--- src/rtl/seq_gen_pkg.sv ---
// rtl/seq_gen_pkg.sv - shared types and constants for the 101/110 Moore sequence generator
package seq_gen_pkg;

    localparam int MAX_REPS_DEFAULT = 16;

    localparam logic [2:0] PAT_101 = 3'b101;
    localparam logic [2:0] PAT_110 = 3'b110;

    typedef enum logic [2:0] {
        ST_IDLE  = 3'd0,
        ST_BIT2  = 3'd1,
        ST_BIT1  = 3'd2,
`ifdef SEQ_GEN_GUARD_EN
        ST_GUARD = 3'd4,
`endif
        ST_BIT0  = 3'd3
    } state_t;

    function automatic logic [2:0] pattern_of(input logic sel);
        return sel ? PAT_110 : PAT_101;
    endfunction

endpackage

--- src/rtl/seq_gen_101_110_moore_if.sv ---
// rtl/seq_gen_101_110_moore_if.sv - burst request / serial stream bundle of the sequence generator
interface seq_gen_101_110_moore_if
    import seq_gen_pkg::*;
#(
    parameter int MAX_REPS = MAX_REPS_DEFAULT
);
    localparam int W = $clog2(MAX_REPS);

    logic         start;
    logic         sel;
    logic [W-1:0] reps;
    logic         ready;
    logic         out;
    logic         busy;
    logic         done;

    modport master (
        output start, sel, reps,
        input  ready, out, busy, done
    );

    modport slave (
        input  start, sel, reps,
        output ready, out, busy, done
    );

endinterface

--- src/rtl/seq_gen_rep_cnt.sv ---
// rtl/seq_gen_rep_cnt.sv - remaining-pattern down-counter with zero flag
module seq_gen_rep_cnt #(
    parameter int W = 4
) (
    input  logic         clk,
    input  logic         rst,
    input  logic         load,
    input  logic [W-1:0] load_val,
    input  logic         dec,
    output logic [W-1:0] count,
    output logic         zero
);

    // Decrement saturates at zero so the largest burst never wraps.
    always_ff @(posedge clk or posedge rst) begin
        if (rst) begin
            count <= '0;
        end else if (load) begin
            count <= load_val;
        end else if (dec && (count != '0)) begin
            count <= count - W'(1);
        end
    end

    assign zero = (count == '0);

endmodule

--- src/rtl/seq_gen_101_110_moore.sv ---
// rtl/seq_gen_101_110_moore.sv - Moore burst generator of 101/110 patterns; SEQ_GEN_GUARD_EN adds a guard cycle between patterns
module seq_gen_101_110_moore
    import seq_gen_pkg::*;
#(
    parameter int MAX_REPS = MAX_REPS_DEFAULT
) (
    input  logic                   clk,
    input  logic                   rst,
    seq_gen_101_110_moore_if.slave bus
);

    localparam int W = $clog2(MAX_REPS);

    state_t       state;
    logic [2:0]   pat;
    logic [2:0]   start_pat;
    logic [W-1:0] cnt;
    logic         cnt_zero;
    logic         accept;
    logic         cnt_dec;

    logic         out_q;
    logic         ready_q;
    logic         busy_q;
    logic         done_q;

    assign start_pat = pattern_of(bus.sel);
    assign accept    = (state == ST_IDLE) && bus.start;
    assign cnt_dec   = (state == ST_BIT0) && !cnt_zero;

    seq_gen_rep_cnt #(.W(W)) u_rep_cnt (
        .clk      (clk),
        .rst      (rst),
        .load     (accept),
        .load_val (bus.reps),
        .dec      (cnt_dec),
        .count    (cnt),
        .zero     (cnt_zero)
    );

    // Outputs are registered alongside the state they belong to, so they
    // change only on a clock edge (or reset) and never follow the inputs.
    always_ff @(posedge clk or posedge rst) begin
        if (rst) begin
            state   <= ST_IDLE;
            pat     <= '0;
            out_q   <= 1'b0;
            ready_q <= 1'b1;
            busy_q  <= 1'b0;
            done_q  <= 1'b0;
        end else begin
            done_q <= 1'b0;
            case (state)
                ST_IDLE: begin
                    if (bus.start) begin
                        state   <= ST_BIT2;
                        pat     <= start_pat;
                        out_q   <= start_pat[2];
                        ready_q <= 1'b0;
                        busy_q  <= 1'b1;
                    end
                end
                ST_BIT2: begin
                    state <= ST_BIT1;
                    out_q <= pat[1];
                end
                ST_BIT1: begin
                    // The count only moves in BIT0, so it already tells whether the coming BIT0 is the last.
                    state  <= ST_BIT0;
                    out_q  <= pat[0];
                    done_q <= cnt_zero;
                end
                ST_BIT0: begin
                    if (cnt_zero) begin
                        state   <= ST_IDLE;
                        out_q   <= 1'b0;
                        ready_q <= 1'b1;
                        busy_q  <= 1'b0;
                    end else begin
`ifdef SEQ_GEN_GUARD_EN
                        state <= ST_GUARD;
                        out_q <= 1'b0;
`else
                        state <= ST_BIT2;
                        out_q <= pat[2];
`endif
                    end
                end
`ifdef SEQ_GEN_GUARD_EN
                ST_GUARD: begin
                    state <= ST_BIT2;
                    out_q <= pat[2];
                end
`endif
                default: begin
                    state   <= ST_IDLE;
                    out_q   <= 1'b0;
                    ready_q <= 1'b1;
                    busy_q  <= 1'b0;
                end
            endcase
        end
    end

    assign bus.out   = out_q;
    assign bus.ready = ready_q;
    assign bus.busy  = busy_q;
    assign bus.done  = done_q;

endmodule
--- src/flat_wrapper.sv ---
// flat-port wrapper written by rule: the top's interface ports become plain ports
module seq_gen_101_110_moore_flat import seq_gen_pkg::*;
#(
    parameter int MAX_REPS = MAX_REPS_DEFAULT
)
  (clk, rst, bus_start, bus_sel, bus_reps, bus_ready, bus_out, bus_busy, bus_done);
  seq_gen_101_110_moore_if #(.MAX_REPS(MAX_REPS)) bus_i ();
  input  logic clk;
  input  logic rst;
  input wire logic [$bits(bus_i.start)-1:0] bus_start;
  input wire logic [$bits(bus_i.sel)-1:0] bus_sel;
  input wire logic [$bits(bus_i.reps)-1:0] bus_reps;
  output wire logic [$bits(bus_i.ready)-1:0] bus_ready;
  output wire logic [$bits(bus_i.out)-1:0] bus_out;
  output wire logic [$bits(bus_i.busy)-1:0] bus_busy;
  output wire logic [$bits(bus_i.done)-1:0] bus_done;
  assign bus_i.start = bus_start;
  assign bus_i.sel = bus_sel;
  assign bus_i.reps = bus_reps;
  assign bus_ready = bus_i.ready;
  assign bus_out = bus_i.out;
  assign bus_busy = bus_i.busy;
  assign bus_done = bus_i.done;
  seq_gen_101_110_moore #(.MAX_REPS(MAX_REPS)) u_core (.clk(clk), .rst(rst), .bus(bus_i));
endmodule
--- config.mk ---
export PLATFORM = sky130hd
export DESIGN_NAME = seq_gen_101_110_moore_flat
export DESIGN_NICKNAME = d
export VERILOG_FILES = /design/src/rtl/seq_gen_pkg.sv /design/src/rtl/seq_gen_101_110_moore_if.sv /design/src/rtl/seq_gen_rep_cnt.sv /design/src/rtl/seq_gen_101_110_moore.sv /design/src/flat_wrapper.sv
export SDC_FILE = /design/constraint.sdc
export NUM_CORES = 1
export LEC_CHECK = 0
export CORE_MARGIN = 2
export CORE_UTILIZATION = 40
export CTS_CLUSTER_SIZE = 16
export DETAILED_ROUTE_END_ITERATION = 12
export PLACE_DENSITY = 0.63
export SLEW_MARGIN = 10
export SYNTH_ARGS = -nofsm -noshare
export SYNTH_HDL_FRONTEND = slang
export SYNTH_SLANG_ARGS = --single-unit
--- constraint.sdc ---
create_clock -name clk -period 1.5 [get_ports clk]
set_clock_uncertainty 0.1 [all_clocks]
set_input_delay 0.225 -clock clk [delete_from_list [all_inputs] [get_ports clk]]
set_output_delay 0.225 -clock clk [all_outputs]
set_load 0.03 [all_outputs]
==> results of run 1 <==
worst max-delay path, delay by kind of cell (launching register included):
family / cells / cell delay, ns
AO/OA/AOI/OAI: 2 / 0.31
adder cells (fa/ha/maj): 1 / 0.13
buffers and inverters: 1 / 0.08
flip-flops: 1 / 0.40
AND/OR/NAND/NOR: 1 / 0.40
kinds of logic after synthesis:
group | count (synthesis)
buffers and inverters | 11
AND/OR/NAND/NOR | 20
flip-flops | 13
multiplexers | 2
adder cells (fa/ha/maj) | 5
AO/OA/AOI/OAI | 19
final timing paths:
check | start | to | slack [ns]
max | u_core.u_rep_cnt.count[0] | u_core.bus.busy | 0.01
min reg2reg | u_core.bus.ready | u_core.bus.ready | 0.38
max in group asynchronous | rst | u_core.bus.ready | 0.93
min in group clk | u_core.bus.ready | u_core.bus.ready | 0.38
min | rst | u_core.bus.done | 0.13
max reg2reg | u_core.u_rep_cnt.count[0] | u_core.bus.busy | 0.01
sequential cells by signal, summed over array words and instances (netlist names):
| register | flops |
|---|---|
| u_core.bus.out | 1 |
| u_core.bus.ready | 1 |
| u_core.u_rep_cnt.count | 4 |
| u_core.bus.done | 1 |
| u_core.state | 2 |
| u_core.pat | 3 |
| u_core.bus.busy | 1 |
power by group through the flow:
stage	registers [uW]	logic, uW	clock network [uW]
5_1_grt	693	1290	246
4_1_cts	653	1110	231
3_5_place_dp	644	1070	0
6_report	670	1160	224
2_1_floorplan	704	658	0
3_3_place_gp	641	1060	0
final cells by class:
cell class / count / area (um^2) / share of cell area (%)
tap: 17 / 21.27 / 2.208
timing repair buffer: 20 / 171.4 / 17.79
clock buffer: 4 / 26.28 / 2.727
sequential: 13 / 329.1 / 34.16
multi-input combinational: 46 / 385.4 / 40.00
inverter: 8 / 30.03 / 3.117
cell usage in the layout (no fill, tap or decap), types with 2 or more instances in the layout:
| master | synthesis | layout |
|---|---|---|
| clkbuf_4 | 0 | 3 |
| dlygate4sd2_1 | 0 | 3 |
| inv_1 | 8 | 5 |
| dfrtp_2 | 0 | 2 |
| ha_4 | 0 | 3 |
| clkdlybuf4s50_1 | 0 | 7 |
| a31oi_1 | 4 | 4 |
| nor2_1 | 8 | 8 |
| o21ai_0 | 3 | 3 |
| dfrtp_1 | 12 | 10 |
| nand2b_1 | 2 | 2 |
| buf_4 | 1 | 10 |
| inv_2 | 0 | 3 |
| a21oi_1 | 5 | 5 |
per-stage QoR:
stage | instance area [um^2] | power [uW] | instances | util [%]
floorplan | 715.7 | 1361 | 70 | -
global placement | 894.6 | 1703 | 104 | 52.96
detailed placement | 894.6 | 1717 | 104 | 52.96
CTS | 938.4 | 1995 | 108 | 55.56
global route | 963.4 | 2226 | 108 | 57.04
finish | 963.4 | 2051 | 108 | 57.04
routing by layer:
| metal | GRT usage (%) | vias to the layer above |
|---|---|---|
| li1 | - | 294 |
| met1 | 21.18 | 284 |
| met2 | 23.89 | 12 |
| met3 | 3.571 | 5 |
| met4 | 8.571 | 0 |
| met5 | 0 | - |
repair_timing:
| item | 4_1_cts | 5_1_grt |
|---|---|---|
| setup buffers | 0 | 0 |
| pin swaps | 4 | 1 |
| endpoints found under the setup margin | 7 | 6 |
| gates resized for setup | 9 | 6 |
| endpoints found under the hold margin | 0 | 0 |
==> flow_metrics.tcl, run 1 <==
set metrics [dict create \
    die_w_um 46 \
    post_synth_net_total 83 \
    dp_hpwl_um 1064 \
    synth.top_cells.by_count "12 x dfrtp_1, 8 x inv_1, 8 x nor2_1, 5 x a21oi_1, 5 x ha_1" \
    max_freq_mhz 672.9 \
    setup-tns-final_ns 0 \
    critPathSlowestCell "dfrtp_1" \
    die-area_mm2 0.002116 \
    io_pins 12 \
    topRoutingLayerUsed "met4" \
    metal_1_wl_um 685 \
    fin_hold_ws_ns 0.1302 \
    placement.setup.worst_slack_ns -0.02288 \
    netSwitchingFraction_pct 40.53 \
    yosys_reg_bits 13 \
    dr.pass1.iters 4 \
    post-synth-top-count-cell "dfrtp_1" \
    worstPathRequired_ns 1.62 \
    clock_sink_count 13 \
    drt_iter0_markers 5 \
    floorplan.die.height_um 46 \
    route.met2.wl_um 651 \
    holdBufCountCts 0 \
    multiplexer_share_of_the_synthesized_area_pct 3.014 \
    vdd_ir_drop_max_uv 1130 \
    timing.final.hold_violations 0 \
    leakage_dissipation_uw 0.0004178 \
    cts_tree "built" \
    power.share.clock_pct 10.9 \
    worst_slack_ns 0.01393 \
    synth_adder_area_share_pct 8.865 \
    worst_setup_path_end_kind "register" \
    count_of_standard_cell_rows 15 \
    cts.clk_slew.worst_paths_ns 0.08 \
    htree_levels 1 \
    worst_hold_path_type "primary input to asynchronous set/reset pin" \
    grt_remaining_overflow 0 \
    clk_root_buffer_cell "clkbuf_4" \
    share_of_the_synthesized_area_in_compound_gates_ao_oa_aoi_oai_pct 17.73 \
    vias 595 \
    fin_nets 105 \
    layout-drive-gt1-share_pct 32.97 \
    clk_latency_ns 0.28 \
    core_mm2 0.001689 \
    syn2layout_area_growth_pct 36.52 \
    antenna_cells 0 \
    power_switching_uw 831.4 \
    ys_async_sr_fraction_pct 100.0 \
    worstSetupStartpointType "register" \
    netlist_cell_types 28 \
    synth-edff-count 0 \
    global_route.usage.total_pct 15.96 \
    synth_top_family_by_area "compound AO/OA/AOI/OAI gates" \
    gp_congestion 0.7472 \
    area_share_of_the_largest_cell_type_after_synthesis_pct 42.55 \
    critical_path_class "register to register" \
    fillers 151 \
    cell_area_synth_um2 705.7 \
    setup_repair_after_global_routing_missed_its_margin "true" \
    synthFlopType "dfrtp_1" \
    synth.largest_area_cell "dfrtp_1" \
    synth_seq_area_share_pct 46.28 \
    p_per_area_mw_per_mm2 2129 \
    ff2ff_path_depth 5 \
    drt_drc_violations_left 0 \
    synth_area_per_cell_um2 10.08 \
    min_period_over_period_pct 99.07 \
    place.port_buffers 11 \
    arrival_ns 1.61 \
    route.met3.wl_um 51 \
    pwr-share-seq_pct 32.7 \
    avgRoutedWirePerCell_um 13.12 \
    cts_max_path_buffers 2 \
    timing.final.crit_period_ns 1.486 \
    syn_warnings 0 \
    grt_pass1_wl_um 2352 \
    p_int_uw 1220 \
    cap_viol_max_count 0 \
    combinationalPowerShare_pct 56.4 \
    synth_top_cells_by_area "dfrtp_1 43%, ha_1 8.9%, inv_1 4.3%" \
    yosys.area_share.xor_xnor_pct 0 \
    via_per_inst 5.509 \
    cpPeakStageDelay_ns 0.40 \
    synthSimpleGateAreaFrac_pct 17.38 \
    final-setup-viol-count 0 \
    max_slew.worst_pin.slew_ns 0.2976 \
    final_max_slew_viol_count 0 \
    numCtsBuffers 3 \
    cp_cell_sequence "inv_2, ha_4, or3b_4, a21oi_2, o32a_1" \
    postSynthCellCount 70 \
    grt_max_degree 14 \
    grt_antenna_before_repair 0 \
    max_slew_margin_pct 80.24 \
    wirelength_um 1417 \
    start_util_pct 41.78 \
    vias_in_the_first_global_route 559 \
    run_status "finished clean" \
    crit_path_max_fanout 4 \
    postRouteAntennaNets 0 \
]
Note: power is estimated with default switching activity, not from simulation.
==> inputs of run 2 (changes only) <==
ABC_CLOCK_PERIOD_IN_PS = 1500   (was default)
==> results of run 2 <==
The final DEF is identical to that of run 1; final timing and power are the same.
==> inputs of run 3 (changes only) <==
REMOVE_ABC_BUFFERS = 1   (was default)
==> run 3 against run 2 <==
Utilization rose by 0.59 points. Global-route usage rose by 1.0 points. Fmax fell by 0.68%. Register-to-register slack barely moved. Sequential cell count did not move. Sequential share of layout area fell by 0.61 points. First-iteration DRC count rose to 3.4 times the previous value. Design area rose by 1.0%. Clock power fell by 6%. Largest power group unchanged.
==> flow_metrics.tcl, run 3 (same netlist as run 1, synthesis figures left out) <==
set metrics [dict create \
    run_status "finished clean" \
    fin_cells 113 \
    r2r_end "u_core.bus.busy" \
    critical_path_class "register to register" \
    dp_hpwl_um 1067 \
    p_per_area_mw_per_mm2 2143 \
    grt_pass1_wl_um 2504 \
    multiInputGateArea_um2 360.3 \
    numCtsBuffers 3 \
    ff2ff_path_depth 5 \
    clk_latency_ns 0.27 \
    setup-tns-final_ns 0 \
    cpPeakStageDelay_ns 0.41 \
    max_slew.worst_pin.slew_ns 0.3021 \
    arrival_ns 1.61 \
    via_per_inst 5.124 \
    final_cell_mix "15 x buf_4, 12 x dfrtp_1, 8 x nor2_1, 7 x clkdlybuf4s50_1" \
    io_pins 12 \
    max_slew_margin_pct 79.94 \
    timing.final.hold_violations 0 \
    cts.clk_slew.worst_paths_ns 0.07 \
    crit_path_max_fanout 4 \
    fin_hold_ws_ns 0.1405 \
    timing.final.crit_period_ns 1.496 \
    vias_in_the_first_global_route 571 \
    htree_levels 1 \
    grt_antenna_before_repair 0 \
    most_common_library_cell_in_the_layout_ignoring_fill_and_taps "buf_4" \
    clk_root_buffer_cell "clkbuf_4" \
    worstSetupStartpointType "register" \
    vdd_ir_drop_max_uv 971.6 \
    setup_repair_after_global_routing_missed_its_margin "true" \
    wirelength_um 1405 \
    place.port_buffers 11 \
    cap_viol_max_count 0 \
    fillers 158 \
    global_route.usage.total_pct 16.96 \
    core_mm2 0.001689 \
    cts_tree "built" \
    drt_drc_violations_left 0 \
    vias 579 \
    min_period_over_period_pct 99.75 \
    final_design_area_no_fill_um2 973.4 \
    syn2layout_area_growth_pct 37.94 \
    die_w_um 46 \
    dpl-instance-area_um2 914.6 \
    final_max_slew_viol_count 0 \
    cts_max_path_buffers 2 \
    critPathSlowestCell "or3b_4" \
    postRouteAntennaNets 0 \
    cp_cell_sequence "inv_2, ha_4, or3b_4, a21oi_2, o32a_1" \
    largest_reg_flops 4 \
    clock_sink_count 13 \
    layout-drive-gt1-share_pct 32.29 \
    dr.pass1.iters 4 \
    gp_congestion 0.7090 \
    antenna_cells 0 \
    fin_nets 110 \
    leakage_dissipation_uw 0.0004422 \
    die-area_mm2 0.002116 \
    max_freq_mhz 668.3 \
    floorplan.die.height_um 46 \
    ff2ff_setup_slack_ns 0.004 \
    final-setup-viol-count 0 \
    place.detailed.instances 108 \
    reg2reg_from "u_core.u_rep_cnt.count[1]" \
    worstPathRequired_ns 1.62 \
    start_util_pct 41.78 \
    grt_remaining_overflow 0 \
    grt_max_degree 14 \
    avgRoutedWirePerCell_um 12.43 \
    worst_hold_path_type "primary input to asynchronous set/reset pin" \
    worst_setup_path_end_kind "register" \
    count_of_standard_cell_rows 15 \
    regMostFlops "u_core.u_rep_cnt.count" \
    largest_registers "u_core.u_rep_cnt.count: 4 flops, u_core.pat: 3 flops, u_core.state: 2 flops" \
    finish.utilization_pct 57.63 \
    drt_iter0_markers 17 \
    regArea_um2 326.6 \
]
==> run 3: cell count changes in the layout (fill, tap and decap cells not counted) <==
cell / before / now
buf_4: 10 / 15
dfrtp_1: 10 / 12
dfrtp_2: 2 / 0
ha_1: 1 / 2
ha_2: 1 / 2
ha_4: 3 / 1
nand2_1: 1 / 2
nand2_2: 1 / 0
o21ai_0: 3 / 2
o21ai_1: 0 / 1
==> run 3: worst max path at each step <==
stage | slack [ns] | from | end
floorplan | -0.05 | u_core.u_rep_cnt.count[0] | u_core.state[0]
global placement | -0.09 | u_core.u_rep_cnt.count[0] | u_core.state[0]
detailed placement | -0.08 | u_core.u_rep_cnt.count[0] | u_core.state[0]
CTS | 0.01 | u_core.u_rep_cnt.count[1] | u_core.bus.busy
global route | -0.06 | u_core.u_rep_cnt.count[1] | u_core.bus.out
finish | 0.004 | u_core.u_rep_cnt.count[1] | u_core.bus.busy
==> run 3: repair_timing <==
item / CTS / global route
endpoints found under the setup margin: 7 / 7
hold buffers: 0 / 0
resized for setup: 9 / 4
pin swaps: 4 / 2
setup buffers: 1 / 0
==> run 3: area by class of cell <==
class                      count  share of cell area, %
clock buffer                   4                  2.699
tap                           17                  2.185
timing repair buffer          25                  21.47
inverter                       8                  3.085
sequential                    13                  33.55
multi-input combinational     46                  37.02
==> run 3: layer usage <==
metal | routed length [um] | vias to the layer above | track usage, % | share of wire, %
met3 | 86 | 4 | 7.937 | 6.1
met5 | 0 | - | 0 | 0
li1 | - | 298 | - | -
met1 | 673 | 262 | 21.71 | 48
met4 | 21 | 0 | 6.286 | 1.5
met2 | 624 | 15 | 24.72 | 44
==> run 3: per-stage QoR <==
stage          total power [uW]  worst slack [ns]
2_1_floorplan              1315          -0.04836
3_3_place_gp               1741          -0.08507
3_5_place_dp               1779          -0.07977
4_1_cts                    2058           0.01477
5_1_grt                    2288          -0.05977
6_report                   2086          0.003731
==> run 3: power by group <==
| part | internal, uW | leakage [uW] | total, uW | switching, uW |
|---|---|---|---|---|
| clock | 103 | 0.0000150 | 210 | 107 |
| sequential | 519 | 0.000150 | 654 | 134 |
| combinational | 633 | 0.000277 | 1220 | 589 |
| total | 1260 | 0.000442 | 2090 | 830 |
==> run 3: worst max-delay path: cells and delay by family (launching register included) <==
family	cells	cell delay, ns
buf+inv	1	0.08
fa+ha+maj	1	0.14
flops	1	0.40
compound gates	2	0.31
simple gates	1	0.41
